`src/rtl/display_scheduler.sv`:
```
// Round-robin display time-share: grants one of four sources with a minimum dwell and a scan tick.
// Optional macro DISP_SCHED_BLANK_EN drives blank high whenever no source owns the display.
module display_scheduler #(
    parameter int unsigned DWELL_CYCLES = 1000,
    parameter int unsigned SCAN_DIV     = 100000
) (
    input  logic        CLK,
    input  logic        RST_N,
    input  logic [3:0]  req,
    input  logic [15:0] val0,
    input  logic [15:0] val1,
    input  logic [15:0] val2,
    input  logic [15:0] val3,
    output logic [3:0]  grant,
    output logic [3:0]  done,
    output logic [15:0] value_out,
    output logic        blank,
    output logic        scan_tick,
    output logic        busy
);

    localparam int unsigned     SCAN_W     = (SCAN_DIV > 2) ? $clog2(SCAN_DIV) : 1;
    localparam logic [23:0]     DWELL_LOAD = 24'(DWELL_CYCLES - 1);
    localparam logic [SCAN_W-1:0] SCAN_LAST = SCAN_W'(SCAN_DIV - 1);

    typedef enum logic {IDLE, SHOW} state_t;

    state_t            state_q, state_d;
    logic [3:0]        grant_q, grant_d;
    logic [3:0]        done_q, done_d;
    logic [15:0]       value_q, value_d;
    logic [23:0]       dwell_q, dwell_d;
    logic [1:0]        ptr_q, ptr_d;
    logic [SCAN_W-1:0] scan_q, scan_d;
    logic              tick_q, tick_d;

    logic              arb_hit;
    logic [1:0]        arb_idx;
    logic [15:0]       arb_val;
    logic              dwell_end;
    logic              take;

    // Search starts one past the last owner, so the owner itself is considered last.
    always_comb begin
        arb_hit = 1'b0;
        arb_idx = ptr_q;
        for (int i = 1; i <= 4; i++) begin
            if (!arb_hit && req[2'(ptr_q + 2'(i))]) begin
                arb_hit = 1'b1;
                arb_idx = 2'(ptr_q + 2'(i));
            end
        end
    end

    always_comb begin
        case (arb_idx)
            2'd0:    arb_val = val0;
            2'd1:    arb_val = val1;
            2'd2:    arb_val = val2;
            default: arb_val = val3;
        endcase
    end

    assign dwell_end = (state_q == SHOW) && (dwell_q == '0);
    assign take      = ((state_q == IDLE) || dwell_end) && arb_hit;

    // NOTE: state registers use non-blocking assignments so every flop samples pre-edge values.
    always_ff @(posedge CLK or negedge RST_N) begin
        if (!RST_N) begin
            state_q <= IDLE;
            grant_q <= '0;
            done_q  <= '0;
            value_q <= '0;
            dwell_q <= '0;
            ptr_q   <= 2'd3;
            scan_q  <= '0;
            tick_q  <= 1'b0;
        end else begin
            state_q <= state_d;
            grant_q <= grant_d;
            done_q  <= done_d;
            value_q <= value_d;
            dwell_q <= dwell_d;
            ptr_q   <= ptr_d;
            scan_q  <= scan_d;
            tick_q  <= tick_d;
        end
    end

    always_comb begin
        state_d = state_q;
        case (state_q)
            IDLE:    if (arb_hit) state_d = SHOW;
            SHOW:    if (dwell_end && !arb_hit) state_d = IDLE;
            default: state_d = IDLE;
        endcase
    end

    // NOTE: every next-state value gets a default first so no latch is inferred.
    always_comb begin
        grant_d = grant_q;
        done_d  = '0;
        value_d = value_q;
        dwell_d = dwell_q;
        ptr_d   = ptr_q;

        if ((state_q == SHOW) && !dwell_end) begin
            dwell_d = dwell_q - 24'd1;
        end
        if (dwell_end) begin
            done_d  = grant_q;
            grant_d = '0;
        end
        if (take) begin
            grant_d = 4'b0001 << arb_idx;
            value_d = arb_val;
            dwell_d = DWELL_LOAD;
            ptr_d   = arb_idx;
        end

        scan_d = (scan_q == SCAN_LAST) ? '0 : scan_q + 1'b1;
        tick_d = (scan_q == SCAN_LAST);
    end

    assign grant     = grant_q;
    assign done      = done_q;
    assign value_out = value_q;
    assign scan_tick = tick_q;
    assign busy      = (state_q == SHOW);

`ifdef DISP_SCHED_BLANK_EN
    assign blank = (state_q != SHOW);
`else
    assign blank = 1'b0;
`endif

endmodule
```
`config.mk`:
```
export PLATFORM = sky130hd
export DESIGN_NAME = display_scheduler
export DESIGN_NICKNAME = d
export VERILOG_FILES = /design/src/rtl/display_scheduler.sv
export SDC_FILE = /design/constraint.sdc
export NUM_CORES = 1
export LEC_CHECK = 0
export CAP_MARGIN = 5
export CORE_AREA = 8 8 121 123
export DETAILED_ROUTE_END_ITERATION = 16
export DIE_AREA = 0 0 129 131
export GPL_TIMING_DRIVEN = 1
export PLACE_DENSITY = 0.64
export RECOVER_POWER = 50
export SLEW_MARGIN = 30
export SYNTH_ARGS = -nofsm -noshare
export SYNTH_HDL_FRONTEND = slang
export SYNTH_SLANG_ARGS = --single-unit
```
`constraint.sdc`:
```
create_clock -name CLK -period 3.9 [get_ports CLK]
set_input_delay 0.975 -clock CLK [delete_from_list [all_inputs] [get_ports CLK]]
set_output_delay 0.975 -clock CLK [all_outputs]
set_load 0.005 [all_outputs]
```
After elaboration in Yosys (flattened, before gate mapping)
Index checks and enable logic that the tools add are counted.
{"block": "op_classes", "n_reduce_logical": 17, "add_sub_neg": 5, "muxes": 26, "eq_ne": 3, "bitwise_logic": 1, "order_cmp": 4, "n_shift": 1}
{"operator": "two-way mux 24 bit", "n": 2}
{"operator": "case mux 16 bit (3 select lines)", "n": 1}
{"operator": "zero test 24 bit", "n": 1}
{"operator": "subtractor 24 x 1 -> 24 bit (second input constant)", "n": 1}
{"operator": "adder 17 x 1 -> 17 bit (second input constant)", "n": 1}
{"operator": "== test 17 bit (second input constant)", "n": 1}
{"operator": "two-way mux 17 bit", "n": 1}
{"operator": "< comparator 2 x 3 -> 1 bit (second input constant)", "n": 4}
{"operator": "two-way mux 4 bit", "n": 3}
{"operator": "two-way mux 1 bit", "n": 10}
{"operator": "binary-select mux 1 bit (select 2 bit)", "n": 4}
{"operator": "two-way mux 2 bit", "n": 4}
{"operator": "logical AND 1 bit", "n": 7}
{"operator": "zero test 1 bit", "n": 5}
{"operator": "adder 2 bit (second input constant)", "n": 2}
{"operator": "nonzero test 2 bit", "n": 2}
{"operator": "<< shifter 1 x 2 -> 4 bit (first input constant)", "n": 1}
{"operator": "adder 2 x 1 -> 2 bit (second input constant)", "n": 1}
{"operator": "== test 2 x 1 -> 1 bit (second input constant)", "n": 1}
{"operator": "== test 2 bit (second input constant)", "n": 1}
{"operator": "zero test 2 bit", "n": 1}
{"operator": "case mux 1 bit (2 select lines)", "n": 1}
{"operator": "logical OR 1 bit", "n": 1}
{"operator": "NOT 1 bit", "n": 1}
{"block": "totals", "in_bits": 70, "regBits": 69}

Longest topological paths before layout
{"block": "logic_depth", "ltp_word": 17, "ltp_mapped": 9}

Worst setup path before layout
Ideal clock, no wire load.
{"block": "synth_timing", "kind": "input port to flip-flop", "startpoint": "input req[1]", "endpoint": "register value_q[7], in the netlist value_out[7]", "arrival_time_ns": 2.750, "stages": 6, "n_path_buf": 1, "slack_ns": 1.025, "setup_ns": 0.125, "required_ns": 3.775, "cell_sequence": "nand2b_1 > o21ai_0 > o21ai_2 > buf_2 > mux4_2 > mux2_2"}
{"block": "synth_via", "elab_chain_cells": 14, "elab_cells_between_ends": 27}
{"element": "from (decl)", "line_no": "9", "text": "input logic [3:0] req,"}
{"element": "binary-select mux 1 bit (select 2 bit)", "line_no": "48", "text": "if (!arb_hit && req[2'(ptr_q + 2'(i))]) begin"}
{"element": "two-way mux 1 bit (not written as such)", "line_no": "48"}
{"element": "two-way mux 1 bit", "line_no": "48"}
{"element": "zero test 1 bit", "line_no": "48"}
{"element": "logical AND 1 bit", "line_no": "48"}
{"element": "two-way mux 1 bit", "line_no": "48"}
{"element": "zero test 1 bit", "line_no": "48"}
{"element": "logical AND 1 bit", "line_no": "48"}
{"element": "two-way mux 1 bit", "line_no": "48"}
{"element": "zero test 1 bit", "line_no": "48"}
{"element": "logical AND 1 bit", "line_no": "48"}
{"element": "two-way mux 2 bit", "line_no": "48"}
{"element": "== test 2 bit (tied with other cells)", "line_no": "56", "text": "case (arb_idx)"}
{"element": "case mux 16 bit (3 select lines)", "line_no": "56"}
{"element": "to (signal assigned)", "line_no": "82", "text": "value_q <= value_d;"}
{"element": "to (decl)", "line_no": "31", "text": "logic [15:0] value_q, value_d;"}
Parallel ways exist; a longest one is shown, timed or not. The select of a mux whose other input is x is not followed.
A chain may end at the register's enable or synchronous reset.

Worst setup path after layout
{"block": "layout_timing", "startpoint": "input req[3]", "endpoint": "register value_q[5], in the netlist value_out[5]"}
The elaborated chain is that of the path after synthesis.

==> implementation parameters <==
Parameter                              Value

Placed design
  Half-perimeter wire length after placement    7710 um
  Quantity of I/O buffers inserted on ports    95
  Cell count after placement    588
  Gp weighted congestion    0.770

Synthesis
  Yosys reg bits    69
  Summed instance area of the synthesized netlist    3710 um^2
  Synth warnings    0
  Fraction of synthesized area in multiplexers    0.154
  Post-synth EDFFs    0
  Post-synthesis async set-or-reset flop share    1.00
  Post-Synth Simple-Gate Area    0.190
  Share of the yosys chip area belonging to registers    0.466
  Compound-Gate Fraction of Synth Area    0.117
  Post-synthesis cell type count    59
  Synthesized net count    394
  Post-synthesis average cell area    11.5 um^2
  Combinational family with the most area after synthesis    simple AND/OR/NAND/NOR gates
  Number of cells produced by synthesis    322
  Post-synthesis share of cell area spent on full adders, half adders and majority gates    0.00675
  Xor/xnor share of the synthesized area    0.0331
  Most used flip-flop cell after synthesis    sky130_fd_sc_hd__dfrtp_1

Die
  Starting utilization of the core area    0.288
  Vertical extent of the die    131 um
  Overall die width    129 um
  Die Area    16,900 um^2
  Area of the core    12,900 um^2
  Site row count    42
  I/O pin cnt    97

Worst setup path
  Required time at the endpoint of the critical path    4110 ps
  Setup crit start kind    input port
  First element of the critical path    req[3]
  Reg2reg start    dwell_q[0]
  Path type of the worst setup path    input port to register
  Crit. End Element    register
  Highest cell delay on the worst timing path    570 ps
  Maximum fanout along the worst path    17
  Crit path max-delay cell type    sky130_fd_sc_hd__clkdlybuf4s50_1
  Arrival time of the worst setup path    3160 ps
  Cell-by-cell listing of the critical path    clkdlybuf4s50_1 -> nor2b_1 -> o21ai_0 -> o21ai_2 -> buf_4 -> mux4_2 -> mux2_2

Clock tree
  Post-CTS setup repair buffer count    0
  CTS resizes    0
  Clock net sink count    69
  Master cell of the clock root buffer    sky130_fd_sc_hd__clkbuf_16
  Clock tree from TritonCTS    yes
  Clk buf depth    2
  Worst-path clk slew    60 ps
  H-tree levels    3
  Number of hold buffers added after cts    0
  Number of CTS-inserted buffers    9
  Clk Latency, worst-skew pair    330 ps

Timing
  Worst Skew    6.18 ps
  Minimum clock period after layout    2950 ps
  Sum of negative setup slack    0 ps
  Top achievable clock speed    0.339 GHz
  Final hold violations    0
  Actual slew at the worst max-slew pin    1530 ps
  Setup-failing EPs final    0
  Final-report max-slew violation count    30
  Post-route fraction of the period consumed by the critical path    0.755
  RSZ-0062 raised after global routing    false
  Normalized max-slew margin    -0.0187

Layout
  Most frequent cells in the layout    94 x sky130_fd_sc_hd__clkdlybuf4s50_1, 67 x sky130_fd_sc_hd__dfrtp_1, 19 x sky130_fd_sc_hd__nor2_1, 18 x sky130_fd_sc_hd__nand2_1
  Number of cells in the finished layout apart from fillers    604
  Commonest non-fill, non-tap cell in the layout    sky130_fd_sc_hd__clkdlybuf4s50_1
  Synth-to-layout area growth    38.9%
  Number of antenna cells inserted    0
  Fraction of layout cells with a size suffix above 1    0.166
  Nets    495

GRT
  Global router's overall resource usage    0.122
  Via count of the first global-routing pass    3,172
  GRT Residual Overflow    0
  First-pass GRT wire length    16,300 um
  Largest net degree at the start of global routing    30
  Number of antenna violations at the first check in global routing    0

Drt
  Residual antenna-violating net count after detailed routing    0
  Detailed-route wire length per cell    16.7 um
  Number of remaining DRC errors    0
  Initial DRC count    208
  Routed via count    3,007
  First drt pass iteration count    4
  WL final    10,100 um
  Avg Vias per Cell    4.98

Power and ir drop
  Static power due to leakage    0.00202 uW
  Peak supply drop    0.213 mV
  Cell area power density    394 nW/um^2

Worst hold path
  Path type of the worst min-delay path    register to register
  Hold_sp    scan_q[0]

Outcome
  Failing checks    capacitance limit, slew limit
  Status    complete, but fails checks

Run
  Maxcap violations    1
-- final cells by class --
class / count / area, um^2
fillers: 1236 / 7720
flip-flops and latches: 69 / 1730
clock inverters: 6 / 71.3
well taps: 176 / 220
clock buffers: 10 / 239
inverters: 11 / 41.3
multi-input cells: 229 / 1850
repair buffers: 103 / 997
-- registers in the layout, summed over array words and instances, names as in the netlist --
signal / cells
grant: 4
ptr_q: 2
busy: 1
scan_q: 17
scan_tick: 1
value_out: 16
done: 4
dwell_q: 24
-- report_power, final --
part / switching, uW / internal [uW]
clock: 314 / 516
sequential: 78.2 / 780
combinational: 127 / 212
-- critical path, delay by kind of cell --
kind            cells  cell delay [ps]
mux                 2              820
compound gates      2              250
buf+inv             2              910
simple gates        1              200
-- layer usage --
layer / share of wire / global-route usage
met1: 0.43 / 0.151
met4: 0.010 / 0.0325
met3: 0.039 / 0.0325
met2: 0.52 / 0.205
met5: 0 / 0
-- cell usage after synthesis, types with 5 or more instances --
cell	number	area (um^2)
sky130_fd_sc_hd__nand2_1	18	67.6
sky130_fd_sc_hd__mux2_2	17	191
sky130_fd_sc_hd__inv_1	11	41.3
sky130_fd_sc_hd__xor2_1	8	70.1
sky130_fd_sc_hd__xnor2_1	6	52.6
sky130_fd_sc_hd__a21oi_1	9	45.0
sky130_fd_sc_hd__and2_1	5	31.3
sky130_fd_sc_hd__o21ai_0	17	85.1
sky130_fd_sc_hd__o31ai_1	6	45.0
sky130_fd_sc_hd__nand4_1	10	62.6
sky130_fd_sc_hd__o211ai_1	7	52.6
sky130_fd_sc_hd__mux4_2	16	360
sky130_fd_sc_hd__dfrtp_1	67	1680
sky130_fd_sc_hd__and3_1	6	37.5
sky130_fd_sc_hd__clkbuf_1	6	22.5
sky130_fd_sc_hd__or3_1	5	31.3
sky130_fd_sc_hd__nor2_1	19	71.3
sky130_fd_sc_hd__nor3_1	11	55.1
sky130_fd_sc_hd__nand3_1	13	65.1
-- final timing paths --
kind,end,slack [ps],cells after the start
max in group asynchronous,value_out[9],1150,2
worst max register to register,value_out[15],1100,7
min in group asynchronous,scan_q[2],1010,1
worst max-delay path,value_out[5],950,7
worst min register to register,scan_q[0],460,1
worst min-delay path,scan_q[0],460,1
-- through the flow --
stage,worst slack [ps],cell area [um^2],utilization,hold WS (ps),total power (uW)
2_1_floorplan,1030,3710,-,424,1030
3_3_place_gp,678,4870,0.378,437,1200
3_5_place_dp,582,4870,0.378,452,1220
4_1_cts,938,5180,0.402,460,2060
5_1_grt,595,5150,0.400,480,2140
6_report,954,5150,0.400,457,2030
-- cells by family after synthesis --
family                   Yosys count
AO/OA/AOI/OAI                     62
XOR/XNOR                          14
other                              1
multiplexers                      35
AND/OR/NAND/NOR                  115
flip-flops                        69
buffers and inverters             24
adder cells (fa/ha/maj)            2
Note: power is estimated with default switching activity, not from simulation.
